===== src/rtl/phy_tx_sched.sv =====
// Round-robin burst scheduler: four FWFT requesters share one phy_tx word lane.
// Grants one requester per burst, pops its words and presents them on input_bus/valid.
//
// state | meaning
// ARB   | search requesters round-robin from last_grant+1, grant the first non-empty
// SEND  | pop granted FIFO one word per unpaused cycle, up to MAX_BURST words
// GAP   | enforced idle between bursts, GAP cycles long
module phy_tx_sched #(
  parameter int DATA_WIDTH = 32,
  parameter int MAX_BURST  = 4,
  parameter int GAP        = 1
) (
  input  logic                    clk,
  input  logic                    reset,
  input  logic [3:0]              req_empty,
  input  logic [4*DATA_WIDTH-1:0] req_data,
  input  logic                    pause,
  output logic [3:0]              pop,
  output logic [DATA_WIDTH-1:0]   input_bus,
  output logic                    valid,
  output logic [1:0]              grant,
  output logic                    active
);

  typedef enum logic [1:0] {
    ST_ARB  = 2'd0,
    ST_SEND = 2'd1,
    ST_GAP  = 2'd2
  } state_t;

  localparam logic [3:0] BURST_LAST = 4'(MAX_BURST - 1);
  localparam logic [2:0] GAP_LAST   = (GAP > 0) ? 3'(GAP - 1) : 3'd0;
  localparam state_t     EXIT_STATE = (GAP > 0) ? ST_GAP : ST_ARB;

  state_t                state, state_nxt;
  logic [1:0]            grant_nxt;
  logic [1:0]            last_grant, last_grant_nxt;
  logic [3:0]            burst_cnt, burst_cnt_nxt;
  logic [2:0]            gap_cnt, gap_cnt_nxt;
  logic [DATA_WIDTH-1:0] bus_nxt;
  logic                  valid_nxt;
  logic [DATA_WIDTH-1:0] req_word [4];
  logic [DATA_WIDTH-1:0] head_word;
  logic                  arb_found;
  logic [1:0]            arb_idx;
  logic                  take;

  for (genvar i = 0; i < 4; i++) begin : g_word
    assign req_word[i] = req_data[DATA_WIDTH*i +: DATA_WIDTH];
  end

  assign head_word = req_word[grant];
  assign active    = (state == ST_SEND);

  // Reset gates pop combinationally so a word is never removed from a FIFO
  // in a cycle whose output register is about to be cleared.
  assign take = (state == ST_SEND) && !pause && !req_empty[grant] && !reset;
  assign pop  = take ? (4'b0001 << grant) : 4'b0000;

  always_comb begin
    logic [1:0] cand;
    arb_found = 1'b0;
    arb_idx   = last_grant;
    cand      = 2'd0;
    for (int k = 1; k <= 4; k++) begin
      cand = last_grant + 2'(k);
      if (!arb_found && !req_empty[cand]) begin
        arb_found = 1'b1;
        arb_idx   = cand;
      end
    end
  end

  always_comb begin
    state_nxt      = state;
    grant_nxt      = grant;
    last_grant_nxt = last_grant;
    burst_cnt_nxt  = burst_cnt;
    gap_cnt_nxt    = gap_cnt;
    bus_nxt        = input_bus;
    valid_nxt      = 1'b0;
    case (state)
      ST_ARB: begin
        if (arb_found) begin
          grant_nxt      = arb_idx;
          last_grant_nxt = arb_idx;
          burst_cnt_nxt  = 4'd0;
          state_nxt      = ST_SEND;
        end
      end
      ST_SEND: begin
        if (pause) begin
          state_nxt = ST_SEND;
        end else if (req_empty[grant]) begin
          state_nxt   = EXIT_STATE;
          gap_cnt_nxt = GAP_LAST;
        end else begin
          bus_nxt       = head_word;
          valid_nxt     = 1'b1;
          burst_cnt_nxt = burst_cnt + 4'd1;
          if (burst_cnt == BURST_LAST) begin
            state_nxt   = EXIT_STATE;
            gap_cnt_nxt = GAP_LAST;
          end
        end
      end
      ST_GAP: begin
        if (gap_cnt == 3'd0) state_nxt = ST_ARB;
        else                 gap_cnt_nxt = gap_cnt - 3'd1;
      end
      default: state_nxt = ST_ARB;
    endcase
  end

  // last_grant starts at 3 so requester 0 wins the first arbitration.
  always_ff @(posedge clk) begin
    if (reset) begin
      state      <= ST_ARB;
      grant      <= 2'd0;
      last_grant <= 2'd3;
      burst_cnt  <= 4'd0;
      gap_cnt    <= 3'd0;
      input_bus  <= '0;
      valid      <= 1'b0;
    end else begin
      state      <= state_nxt;
      grant      <= grant_nxt;
      last_grant <= last_grant_nxt;
      burst_cnt  <= burst_cnt_nxt;
      gap_cnt    <= gap_cnt_nxt;
      input_bus  <= bus_nxt;
      valid      <= valid_nxt;
    end
  end

endmodule


===== config.mk =====
export PLATFORM = sky130hd
export DESIGN_NAME = phy_tx_sched
export DESIGN_NICKNAME = d
export VERILOG_FILES = /design/src/rtl/phy_tx_sched.sv
export SDC_FILE = /design/constraint.sdc
export NUM_CORES = 1
export LEC_CHECK = 0
export CAP_MARGIN = 20
export CORE_ASPECT_RATIO = 0.75
export CORE_MARGIN = 10
export CORE_UTILIZATION = 40
export CTS_CLUSTER_DIAMETER = 200
export CTS_CLUSTER_SIZE = 8
export DETAILED_ROUTE_END_ITERATION = 8
export PLACE_DENSITY = 0.95
export SLEW_MARGIN = 20
export SYNTH_ARGS = -nofsm -noshare
export SYNTH_HDL_FRONTEND = slang
export SYNTH_SLANG_ARGS = --single-unit

===== constraint.sdc =====
create_clock -name clk -period 4.15 [get_ports clk]
set_input_delay 0.6225 -clock clk [delete_from_list [all_inputs] [get_ports clk]]
set_output_delay 0.6225 -clock clk [all_outputs]
set_load 0.05 [all_outputs]

After elaboration in Yosys (flattened, before gate mapping):

Cells that the tools add are included.

* bits in registers: 46
* bits in latches: 0
* RAM bits: 0
* memory bits (read-only): 0
* bits of input ports: 135
* output and inout bits: 40
* logic and storage cells: 95
* memories: 0

* $add $sub $neg: 5
* multipliers: 0
* div/mod/pow operators: 0
* $lt $le $gt $ge: 6
* equal/unequal tests: 10
* shift operators: 1
* muxes and demuxes: 38
* bitwise gates (word level): 4
* reductions and logical operators: 24

Operator list (count)
* $bmux W32 S2: 1
* $mux W32: 2
* $mux W2: 9
* $mux W4: 4
* $lt A2 B3 Y1 const B: 5
* $mux W3: 4
* $bmux W1 S2: 5
* $mux W1: 10
* $ne A2 B2 Y1 const B: 5
* $logic_not A1 Y1: 8
* $pmux W4 S2: 1
* $reduce_and A4 Y1: 2
* $logic_and A1 B1 Y1: 6
* $pmux W2 S3: 1
* $pmux W3 S2: 1
* $reduce_and A3 Y1: 2
* $add A2 B2 Y2 const B: 2
* $add A4 B1 Y4 const B: 1
* $eq A4 B2 Y1 const B: 1
* $ne A4 B2 Y1 const B: 1
* $reduce_bool A2 Y1: 2
* $shl A1 B2 Y4 const A: 1
* $ge A3 B3 Y1 const B: 1
* $logic_not A3 Y1: 1
* other kinds (10): 12

Longest topological paths before layout:

Gate-level depths: netlist (run 1).

* word-level depth: 14
* depth in mapped cells: 7
* gate-level depth less buffers: 7

Least setup slack after synthesis (run 1):

OpenSTA, ideal clock, no wires.

* path type: input -> output
* start point: input port req_empty[1]
* end point: output port pop[0]
* arrival time: 2.642 ns
* data required time: 3.527 ns
* slack: 0.886 ns
* stages: 6
* buffers on the path: 3
* path through: buf_2 > mux4_2 > nand2b_1 > buf_2 > buf_6 > nor4_2

* word-level cells in the longest chain between the ends: 6

Ends and longest elaborated chain
* start: declaration: RTL line 15 `input logic [3:0] req_empty,`
* $bmux W1 S2: RTL line 57 `assign take = (state == ST_SEND) && !pause && !req_empty[grant] && !reset;`
* $mux W1 (implied by the code): RTL line 57
* $logic_not A1 Y1: RTL line 57
* $logic_and A1 B1 Y1 (2 in series): RTL line 57
* $mux W4: RTL line 58 `assign pop = take ? (4'b0001 << grant) : 4'b0000;`
* end: declaration: RTL line 18 `output logic [3:0] pop,`

No other way between the ends. The select of a mux whose other input is x is not followed.

Final worst setup path (run 1):

* start point: input port req_empty[3]
* end point: output port pop[1]

The elaborated chain is that of the path after synthesis.

==> run_results.csv, run 1 <==
group,metric,value,unit
status,outcome,"finished clean",
clock_network,post_cts_buffers,0,
setup_path,cp_max_fo,9,
setup_path,crit_required,3.53,ns
cells_and_area,mostFrequentLayoutCells,"sky130_fd_sc_hd__clkdlybuf4s50_1 (169), sky130_fd_sc_hd__nand2_1 (60), sky130_fd_sc_hd__dfxtp_1 (44)",
floorplan,num_rows,26,
cells_and_area,antenna_diode_count,0,
floorplan,die-area,0.0108,mm2
clock_network,tritoncts,"built",
clock_network,cts.htree.levels,2,
synthesis,postSynthRegisterBits,46,
sta,setup_repair_after_global_routing_missed_its_margin,"false",
cells_and_area,drive_gt1_frac,0.194,
setup_path,timing.critical_path.slowest_cell_delay,0.64,ns
clock_network,clockBufferDepth,2,
synthesis,async_flop_share,0,
placement,gp_congestion,0.793,
min_path,hold_path_class,"reg -> reg",
placement,half_perimeter_wire_length_after_detailed_placement,8.37,mm
sta,finalSetupTns,0,ns
clock_network,cts_hold_buf,0,
min_path,destination_of_the_worst_hold_path,"input_bus[9]",
synthesis,synth_ff_type,"sky130_fd_sc_hd__dfxtp_1",
clock_network,cts.clk_slew.worst_paths,0.08,ns
clock_network,clk_latency,0.29,ns
setup_path,setup.reg_to_reg.worst_slack,2.26,ns
min_path,timing.hold.worst_path_depth,2,
sta,max_slew.worst_pin.slew,0.688,ns
grt,grt_pass1_wl,15.3,mm
setup_path,crit_buf_inv,2,
cells_and_area,multiInputGateArea,0.00172,mm2
setup_path,worst_r2r_endpoint,"input_bus[15]",
synthesis,yosysSeqAreaShare,0.329,
synthesis,netlist-cell-type-count,39,
setup_path,crit_family,"buffers and inverters",
job,max_cap_viol_count,0,
placement,numPortBuffers,174,
sta,pins_over_slew_limit,0,
cells_and_area,filler_cell_count,517,
cells_and_area,num-nets-final,576,
synthesis,synth-warning-count,0,
detailed_routing,drt_drc_violations_left,0,
synthesis,syn_area_per_cell,10.2,um2
grt,grtUsageTotal,0.178,
detailed_routing,detail_routed_via_count_per_cell,5.36,
cells_and_area,area_growth,68.3,%
synthesis,mappedNetlistArea,0.00280,mm2
detailed_routing,wl_per_cell,19.5,um
setup_path,regToRegStartpoint,"grant[0]",
grt,grt_pass1_vias,3068,
floorplan,core_area,0.00680,mm2
clock_network,cts.sink_count,46,
power,total_leakage_power,0.00157,uW
sta,min_period_over_period,0.819,
cells_and_area,leading_cell_type_in_the_layout_fill_and_taps_excluded,"sky130_fd_sc_hd__clkdlybuf4s50_1",
detailed_routing,drt_first_pass_iters,4,
detailed_routing,routed-via-count,2797,
cells_and_area,final-seq-area,923,um2
power,vdd_drop_max,182,uV
setup_path,reg2reg_depth,5,
floorplan,die_height,92.4,um
placement,dp.cells,515,
setup_path,crit_type,"in -> out",
sta,finalHoldViolations,0,
synthesis,syn_nets,412,
synthesis,synth_edf_count,0,
floorplan,io_pins,175,
sta,maxClockFrequency,294,MHz
sta,layout_min_cycle_time,3.40,ns
detailed_routing,route.final.wire_length,10.2,mm
sta,timing.slew.headroom,0.542,
clock_network,cts_made_buffers,5,
floorplan,floorplan.initialDensity,0.412,
floorplan,die_span_x,117,um
setup_path,critical_path.startpoint_type,"input pin",
grt,globalRouteOverflowTotal,0,
setup_path,critPathCaptureType,"output port",
cells_and_area,fin_cells,522,
grt,maximum_number_of_pins_on_one_net_before_global_route_repair,39,
detailed_routing,drt.antenna.violating_nets,0,
sta,report.final.setup_viol,0,
synthesis,syn_inst,274,
clock_network,cts_repair_resize_count,0,
setup_path,critical_path_arrival,2.78,ns
clock_network,clockRootBuffer,"sky130_fd_sc_hd__clkbuf_8",
grt,grt_antenna_before_repair,0,
setup_path,timing.critical_path.slowest_stage_cell,"sky130_fd_sc_hd__mux4_2",
sta,clock-skew-final,0.00712,ns
power,power_density,292,mW/mm2
min_path,holdCritStartpoint,"input_bus[9]",
setup_path,critical_path.cell_chain,"clkdlybuf4s50_1 -> mux4_2 -> nand2b_1 -> nor4b_2 -> buf_12",
detailed_routing,drt_iter0_markers,162,
registers in the layout, summed over array words and instances, names as in the netlist:
register,flops
input_bus,32
burst_cnt,4
gap_cnt,3
grant,2
last_grant,2
state,2
valid,1
cell usage after synthesis, types with 2 or more instances:
| cell | number | share of area |
|---|---|---|
| sky130_fd_sc_hd__nand2_1 | 60 | 0.080 |
| sky130_fd_sc_hd__clkbuf_1 | 9 | 0.012 |
| sky130_fd_sc_hd__nand2b_1 | 7 | 0.016 |
| sky130_fd_sc_hd__nand2_2 | 10 | 0.022 |
| sky130_fd_sc_hd__inv_1 | 5 | 0.0067 |
| sky130_fd_sc_hd__a21oi_1 | 29 | 0.052 |
| sky130_fd_sc_hd__mux4_2 | 34 | 0.27 |
| sky130_fd_sc_hd__nand3_1 | 2 | 0.0036 |
| sky130_fd_sc_hd__nor3_1 | 2 | 0.0036 |
| sky130_fd_sc_hd__dfxtp_1 | 46 | 0.33 |
| sky130_fd_sc_hd__buf_6 | 5 | 0.020 |
| sky130_fd_sc_hd__buf_2 | 8 | 0.014 |
| sky130_fd_sc_hd__nor2_1 | 9 | 0.012 |
| sky130_fd_sc_hd__nor3b_1 | 4 | 0.011 |
| sky130_fd_sc_hd__o21ai_0 | 4 | 0.0072 |
| sky130_fd_sc_hd__ha_1 | 3 | 0.013 |
| sky130_fd_sc_hd__a21oi_2 | 10 | 0.031 |
| sky130_fd_sc_hd__buf_1 | 2 | 0.0027 |
| sky130_fd_sc_hd__nor4_2 | 2 | 0.0089 |
| sky130_fd_sc_hd__o211ai_1 | 3 | 0.0080 |
| sky130_fd_sc_hd__nor4b_2 | 2 | 0.011 |
how the worst max path moves through the flow:
stage                             from  endpoint  cells past startpoint
after floorplan           req_empty[1]    pop[0]                      6
after global placement    req_empty[3]    pop[1]                      5
after detailed placement  req_empty[3]    pop[2]                      5
after CTS                 req_empty[3]    pop[1]                      5
after global routing      req_empty[3]    pop[1]                      5
final                     req_empty[3]    pop[1]                      5
routing by layer:
| layer | up-vias | track usage | wire length (um) |
|---|---|---|---|
| li1 | 1328 | - | - |
| met1 | 1324 | 0.183 | 3760 |
| met2 | 135 | 0.324 | 5130 |
| met3 | 10 | 0.0774 | 1140 |
| met4 | 0 | 0.0462 | 165 |
| met5 | - | 0 | 0 |
layout make-up:
type                       instances  area share
clock inverter                     1     0.00637
tap                               84      0.0223
inverter                           5     0.00398
multi-input combinational        199       0.365
sequential                        46       0.196
clock buffer                       6      0.0175
timing repair buffer             181       0.388
tightest hold or removal path: stages, from the launching register on:
cell and delay, ns:
sky130_fd_sc_hd__dfxtp_1 0.31, sky130_fd_sc_hd__nand2_1 0.05, sky130_fd_sc_hd__a21oi_1 0.05
where the power goes:
group | switching [uW] | internal [uW] | leakage, uW
Clock | 145 | 193 | 0.0000573
Combinational | 256 | 291 | 0.00114
Sequential | 20.5 | 468 | 0.000374
Total | 422 | 952 | 0.00157
stage by stage:
| stage | cell area, um2 | hold slack [ns] | util | setup WS, ns | total power (uW) |
|---|---|---|---|---|---|
| after detailed placement | 4600 | 0.446 | 0.676 | 0.716 | 1050 |
| after global routing | 4710 | 0.476 | 0.693 | 0.598 | 1440 |
| final | 4710 | 0.457 | 0.693 | 0.751 | 1370 |
| after CTS | 4710 | 0.457 | 0.693 | 0.699 | 1390 |
| after floorplan | 2800 | 0.454 | - | 0.886 | 834 |
| after global placement | 4600 | 0.442 | 0.676 | 0.769 | 1040 |
cell families (layout without fill, tap and decap cells):
logic type | Yosys count | in the layout | share of synthesized area
and+or+nand+nor | 103 | 103 | 0.184
AOI/OAI and AO/OA | 58 | 58 | 0.141
xor gates and xnor gates | 1 | 1 | 0.00313
DFF | 46 | 46 | 0.329
buffers and inverters | 29 | 193 | 0.0559
muxes | 34 | 34 | 0.274
adders and majority gates | 3 | 3 | 0.0134
(Power assumes the default switching activity.)
==> inputs of run 2 (changes only) <==
Settings changed: CORE_UTILIZATION 40 to 37, PLACE_DENSITY 0.95 to 0.93.
Clock period 4.15 ns to 3.4 ns, I/O delays scaled along.
==> run 2 against run 1 <==
Compared with the run above: sequential cell count unchanged; largest cell class unchanged; register-to-register slack lost 0.82 ns; routed wire length increased by 2.6%; critical path type unchanged; hold slack improved by 0.00089 ns; critical path depth unchanged; via count grew 2.1%; sequential share of layout area hardly changed; global-route usage decreased by 0.42 points; worst setup slack lost 0.33 ns; first-iteration DRC count fell by 35%; non-clock buffer count is 1 higher; utilization down 5.3 points; highest routed layer unchanged.
==> run_results.csv, run 2 (synthesized netlist as in run 1, its figures left out) <==
group,metric,value,unit
status,outcome,"finished clean",
power,power_switching,522,uW
power,combinational_cell_fraction_of_total_power,0.422,
sta,timing.final.ws_setup,0.417,ns
setup_path,critical_path.startpoint_type,"input pin",
setup_path,crit_type,"in -> out",
sta,finalHoldViolations,0,
setup_path,crit_family,"buffers and inverters",
clock_network,clk_latency,0.29,ns
placement,numPortBuffers,174,
grt,globalRouteOverflowTotal,0,
sta,timing.slew.headroom,0.543,
clock_network,clockBufferDepth,2,
sta,clock-skew-final,0.00645,ns
power,switching_power_share_of_the_total,0.327,
min_path,destination_of_the_worst_hold_path,"input_bus[26]",
detailed_routing,routed-via-count,2856,
setup_path,critical_path.cell_chain,"clkdlybuf4s50_1 -> mux4_2 -> nand2b_2 -> nor4b_2 -> buf_12",
cells_and_area,leading_cell_type_in_the_layout_fill_and_taps_excluded,"sky130_fd_sc_hd__clkdlybuf4s50_1",
floorplan,io_pins,175,
clock_network,cts_repair_resize_count,0,
cells_and_area,largest-register,"input_bus",
clock_network,cts_hold_buf,0,
power,intPower,1080,uW
placement,gp_congestion,0.850,
floorplan,die_height,95.3,um
sta,min_period_over_period,0.877,
setup_path,timing.critical_path.slowest_cell_delay,0.56,ns
grt,grt_antenna_before_repair,0,
setup_path,worst_r2r_endpoint,"burst_cnt[2]",
min_path,hold_path_class,"reg -> reg",
power,vdd_drop_max,183,uV
floorplan,core_area,0.00736,mm2
detailed_routing,drt_first_pass_iters,4,
floorplan,die-area,0.0115,mm2
floorplan,num_rows,27,
placement,place_ws,0.419,ns
sta,report.final.setup_viol,0,
detailed_routing,wl_per_cell,19.3,um
detailed_routing,drt_drc_violations_left,0,
detailed_routing,drt.antenna.violating_nets,0,
clock_network,cts.sink_count,46,
floorplan,die_span_x,120,um
grt,grt_pass1_wl,16.0,mm
clock_network,tritoncts,"built",
sta,layout_min_cycle_time,2.98,ns
sta,whs,0.458,ns
grt,maximum_number_of_pins_on_one_net_before_global_route_repair,39,
placement,dpl_cell_area,0.00463,mm2
cells_and_area,num-nets-final,577,
setup_path,setup.reg_to_reg.worst_slack,1.44,ns
sta,max_slew.worst_pin.slew,0.685,ns
power,clock_power_share,0.203,
cells_and_area,fin_cells,541,
grt,grtUsageTotal,0.174,
setup_path,critPathCaptureType,"output port",
clock_network,cts_made_buffers,5,
power,total_leakage_power,0.00156,uW
power,seq_power_share,0.375,
clock_network,post_cts_buffers,0,
cells_and_area,largest_register_ffs,32,
cells_and_area,largestRegisters,"input_bus x32, burst_cnt x4, gap_cnt x3",
grt,grt_pass1_vias,3145,
setup_path,crit_required,2.89,ns
clock_network,cts.clk_slew.worst_paths,0.08,ns
detailed_routing,route.final.wire_length,10.5,mm
cells_and_area,antenna_diode_count,0,
setup_path,critical_path_arrival,2.47,ns
setup_path,cp_max_fo,9,
min_path,timing.hold.worst_path_depth,2,
sta,finalSetupTns,0,ns
job,max_cap_viol_count,0,
detailed_routing,detail_routed_via_count_per_cell,5.28,
placement,half_perimeter_wire_length_after_detailed_placement,8.61,mm
setup_path,crit_buf_inv,2,
clock_network,cts.htree.levels,2,
cells_and_area,mostFrequentLayoutCells,"sky130_fd_sc_hd__clkdlybuf4s50_1 (169), sky130_fd_sc_hd__nand2_1 (60), sky130_fd_sc_hd__dfxtp_1 (44)",
sta,pins_over_slew_limit,0,
cells_and_area,area_growth,68.5,%
setup_path,reg2reg_depth,6,
placement,dp.cells,533,
cells_and_area,drive_gt1_frac,0.198,
power,power_density,339,mW/mm2
sta,setup_repair_after_global_routing_missed_its_margin,"false",
detailed_routing,drt_iter0_markers,106,
sta,maxClockFrequency,335,MHz
setup_path,timing.critical_path.slowest_stage_cell,"sky130_fd_sc_hd__clkdlybuf4s50_1",
setup_path,regToRegStartpoint,"grant[0]",
cells_and_area,finish.instance_area,0.00472,mm2
floorplan,floorplan.initialDensity,0.380,
clock_network,clockRootBuffer,"sky130_fd_sc_hd__clkbuf_8",
min_path,holdCritStartpoint,"input_bus[26]",
[run 2: cell count changes in the layout (fill, tap and decap cells not counted), sizes merged]
cell,change
buf,+1
bufinv,-1
clkinv,+2
[run 2: per-layer routing]
layer / wire length (um) / global-route usage
met3: 1060 / 0.0803
met1: 3720 / 0.172
met5: 0 / 0
met4: 124 / 0.0391
met2: 5540 / 0.330
[run 2: worst max path at each step]
stage / startpoint / to / depth (start not counted) / slack, ns
floorplan: grant[0] / pop[0] / 5 / 0.25
global route: req_empty[3] / pop[1] / 5 / 0.30
detailed placement: req_empty[3] / pop[2] / 5 / 0.42
CTS: req_empty[3] / pop[1] / 5 / 0.41
global placement: req_empty[3] / pop[1] / 5 / 0.46
finish: req_empty[3] / pop[1] / 5 / 0.42
[run 2: worst min-delay path: cells and delay by family, from the launching register on]
kind             cells  cell delay [ns]
AND/OR/NAND/NOR      1             0.05
AO/OA/AOI/OAI        1             0.05
flip-flops           1             0.31
[run 2: power by group through the flow]
stage / Clock [uW] / Combinational [uW] / Sequential, uW
2_1_floorplan: 0 / 328 / 690
3_3_place_gp: 0 / 662 / 608
3_5_place_dp: 0 / 682 / 611
4_1_cts: 340 / 683 / 598
5_1_grt: 364 / 722 / 602
6_report: 324 / 675 / 598
[run 2: final cells by class]
type / count / area (um2)
multi-input combinational: 199 / 1720
timing repair buffer: 182 / 1840
sequential: 46 / 923
inverter: 5 / 18.8
fill: 621 / 2650
clock inverter: 2 / 13.8
clock buffer: 6 / 72.6
tap: 101 / 126
[run 2: through the flow]
step	power, uW	utilization
floorplan	1020	-
detailed placement	1290	0.629
CTS	1620	0.640
finish	1600	0.640
global route	1690	0.640
global placement	1270	0.629
==> inputs of run 3 (changes only) <==
Settings changed: CELL_PAD_IN_SITES_DETAIL_PLACEMENT from default to 0, CELL_PAD_IN_SITES_GLOBAL_PLACEMENT from default to 1, CORE_UTILIZATION 37 to 26, PLACE_DENSITY 0.93 to 0.92, SLEW_MARGIN 20 to 30.
==> run 3 against run 2 <==
Compared with the run above: worst setup slack lost 0.11 ns; hold slack worse by 0.0041 ns; combinational power is 1% lower; clock-buffer cell count is 1 lower; critical endpoint unchanged; critical path type unchanged; first-iteration DRC count is 13% higher; register-to-register slack gained 0.04 ns; cell area rose by 2.5%; sequential power about the same; via count shrank 2.4%; clock skew shrank 0.0014 ns.
==> run_results.csv, run 3 (synthesized netlist as in run 1, its figures left out) <==
group,metric,value,unit
setup_path,crit_type,"in -> out",
floorplan,core_area,0.0104,mm2
cells_and_area,drive_gt1_frac,0.198,
clock_network,clockBufferDepth,2,
cells_and_area,num-nets-final,576,
setup_path,crit_family,"buffers and inverters",
cells_and_area,area_growth,72.8,%
grt,grt_pass1_vias,3088,
detailed_routing,drt_iter0_markers,120,
detailed_routing,detail_routed_via_count_per_cell,4.85,
detailed_routing,drt_drc_violations_left,0,
clock_network,clk_latency,0.28,ns
power,switching_power_share_of_the_total,0.301,
grt,grt_pass1_wl,15.8,mm
floorplan,num_rows,32,
cells_and_area,largest-register,"input_bus",
setup_path,crit_buf_inv,2,
setup_path,regToRegStartpoint,"grant[0]",
power,total_leakage_power,0.00159,uW
clock_network,cts.sink_count,46,
detailed_routing,drt.antenna.violating_nets,0,
grt,maximum_number_of_pins_on_one_net_before_global_route_repair,39,
sta,maxClockFrequency,323,MHz
clock_network,cts_repair_resize_count,0,
sta,setup_repair_after_global_routing_missed_its_margin,"false",
detailed_routing,wl_per_cell,17.6,um
power,intPower,1270,uW
clock_network,clockRootBuffer,"sky130_fd_sc_hd__clkbuf_16",
setup_path,setup.reg_to_reg.worst_slack,1.48,ns
sta,timing.final.ws_setup,0.306,ns
sta,max_slew.worst_pin.slew,0.696,ns
cells_and_area,largestRegisters,"input_bus x32, burst_cnt x4, gap_cnt x3",
cells_and_area,largest_register_ffs,32,
min_path,hold_path_class,"reg -> reg",
detailed_routing,route.final.wire_length,10.1,mm
setup_path,critPathCaptureType,"output port",
setup_path,timing.critical_path.slowest_cell_delay,0.64,ns
cells_and_area,mostFrequentLayoutCells,"sky130_fd_sc_hd__clkdlybuf4s50_1 (169), sky130_fd_sc_hd__nand2_1 (60), sky130_fd_sc_hd__dfxtp_1 (44)",
grt,grtUsageTotal,0.125,
min_path,destination_of_the_worst_hold_path,"input_bus[11]",
sta,finalSetupTns,0,ns
min_path,holdCritStartpoint,"input_bus[11]",
status,outcome,"finished clean",
grt,grt_antenna_before_repair,0,
floorplan,io_pins,175,
clock_network,cts.htree.levels,2,
sta,finalHoldViolations,0,
placement,gp_congestion,0.798,
setup_path,timing.critical_path.slowest_stage_cell,"sky130_fd_sc_hd__mux4_2",
floorplan,floorplan.initialDensity,0.269,
sta,report.final.setup_viol,0,
job,max_cap_viol_count,0,
sta,clock-skew-final,0.00507,ns
cells_and_area,filler_cell_count,971,
clock_network,cts.clk_slew.worst_paths,0.06,ns
clock_network,tritoncts,"built",
cells_and_area,leading_cell_type_in_the_layout_fill_and_taps_excluded,"sky130_fd_sc_hd__clkdlybuf4s50_1",
power,power_switching,548,uW
power,seq_power_share,0.328,
sta,min_period_over_period,0.910,
clock_network,cts_hold_buf,0,
setup_path,cp_max_fo,9,
power,power_density,377,mW/mm2
floorplan,die-area,0.0154,mm2
grt,globalRouteOverflowTotal,0,
clock_network,cts_made_buffers,5,
detailed_routing,routed-via-count,2787,
setup_path,crit_required,2.89,ns
sta,timing.slew.headroom,0.536,
placement,place_ws,0.307,ns
sta,layout_min_cycle_time,3.09,ns
setup_path,worst_r2r_endpoint,"burst_cnt[2]",
power,clock_power_share,0.306,
sta,pins_over_slew_limit,0,
floorplan,die_span_x,140,um
setup_path,critical_path_arrival,2.58,ns
setup_path,critical_path.startpoint_type,"input pin",
placement,numPortBuffers,174,
floorplan,die_height,110,um
power,combinational_cell_fraction_of_total_power,0.366,
setup_path,critical_path.cell_chain,"clkdlybuf4s50_1 -> mux4_2 -> nand2b_2 -> nor4b_2 -> buf_12",
min_path,timing.hold.worst_path_depth,2,
clock_network,post_cts_buffers,0,
cells_and_area,antenna_diode_count,0,
detailed_routing,drt_first_pass_iters,4,
power,vdd_drop_max,231,uV
setup_path,reg2reg_depth,5,
placement,half_perimeter_wire_length_after_detailed_placement,8.22,mm
run 3: power by group through the flow:
| stage | clock network, uW | registers [uW] | logic (uW) |
|---|---|---|---|
| final | 558 | 598 | 667 |
| after global routing | 602 | 601 | 714 |
| after CTS | 580 | 597 | 677 |
| after detailed placement | 0 | 609 | 674 |
| after global placement | 0 | 607 | 662 |
| after floorplan | 0 | 690 | 328 |
run 3: worst max path at each step:
stage                  from      to  slack (ns)  cells past startpoint
6_report       req_empty[3]  pop[1]        0.31                      5
2_1_floorplan      grant[0]  pop[0]        0.25                      5
5_1_grt        req_empty[3]  pop[1]        0.21                      5
4_1_cts        req_empty[3]  pop[1]        0.30                      5
3_3_place_gp   req_empty[3]  pop[2]        0.37                      5
3_5_place_dp   req_empty[3]  pop[1]        0.31                      5
run 3: worst min-delay path, stage by stage (launching register included):
cell                      delay, ns
sky130_fd_sc_hd__dfxtp_1       0.31
sky130_fd_sc_hd__nand2_1       0.05
sky130_fd_sc_hd__a21oi_1       0.05
run 3: metal layers:
metal / vias to the layer above / share of wire / global-route usage
li1: 1334 / - / -
met1: 1336 / 0.41 / 0.140
met2: 113 / 0.49 / 0.222
met3: 4 / 0.088 / 0.0491
met4: 0 / 0.0073 / 0.0294
met5: - / 0 / 0
run 3: final cells by class:
class | count | area (um2) | share of cell area
clock buffers | 5 | 125 | 0.0259
clock inverters | 3 | 45.0 | 0.00931
inverters | 5 | 18.8 | 0.00388
multi-input cells | 199 | 1720 | 0.357
flip-flops and latches | 46 | 923 | 0.191
well taps | 136 | 170 | 0.0352
repair buffers | 181 | 1830 | 0.378
run 3: through the flow:
step	hold slack, ns	power [uW]	util	cells	area, um2
final	0.454	1820	0.465	575	4840
after global routing	0.474	1920	0.465	575	4840
after CTS	0.457	1850	0.465	575	4840
after detailed placement	0.448	1280	0.448	567	4670
after global placement	0.442	1270	0.448	567	4670
after floorplan	0.454	1020	-	274	2800
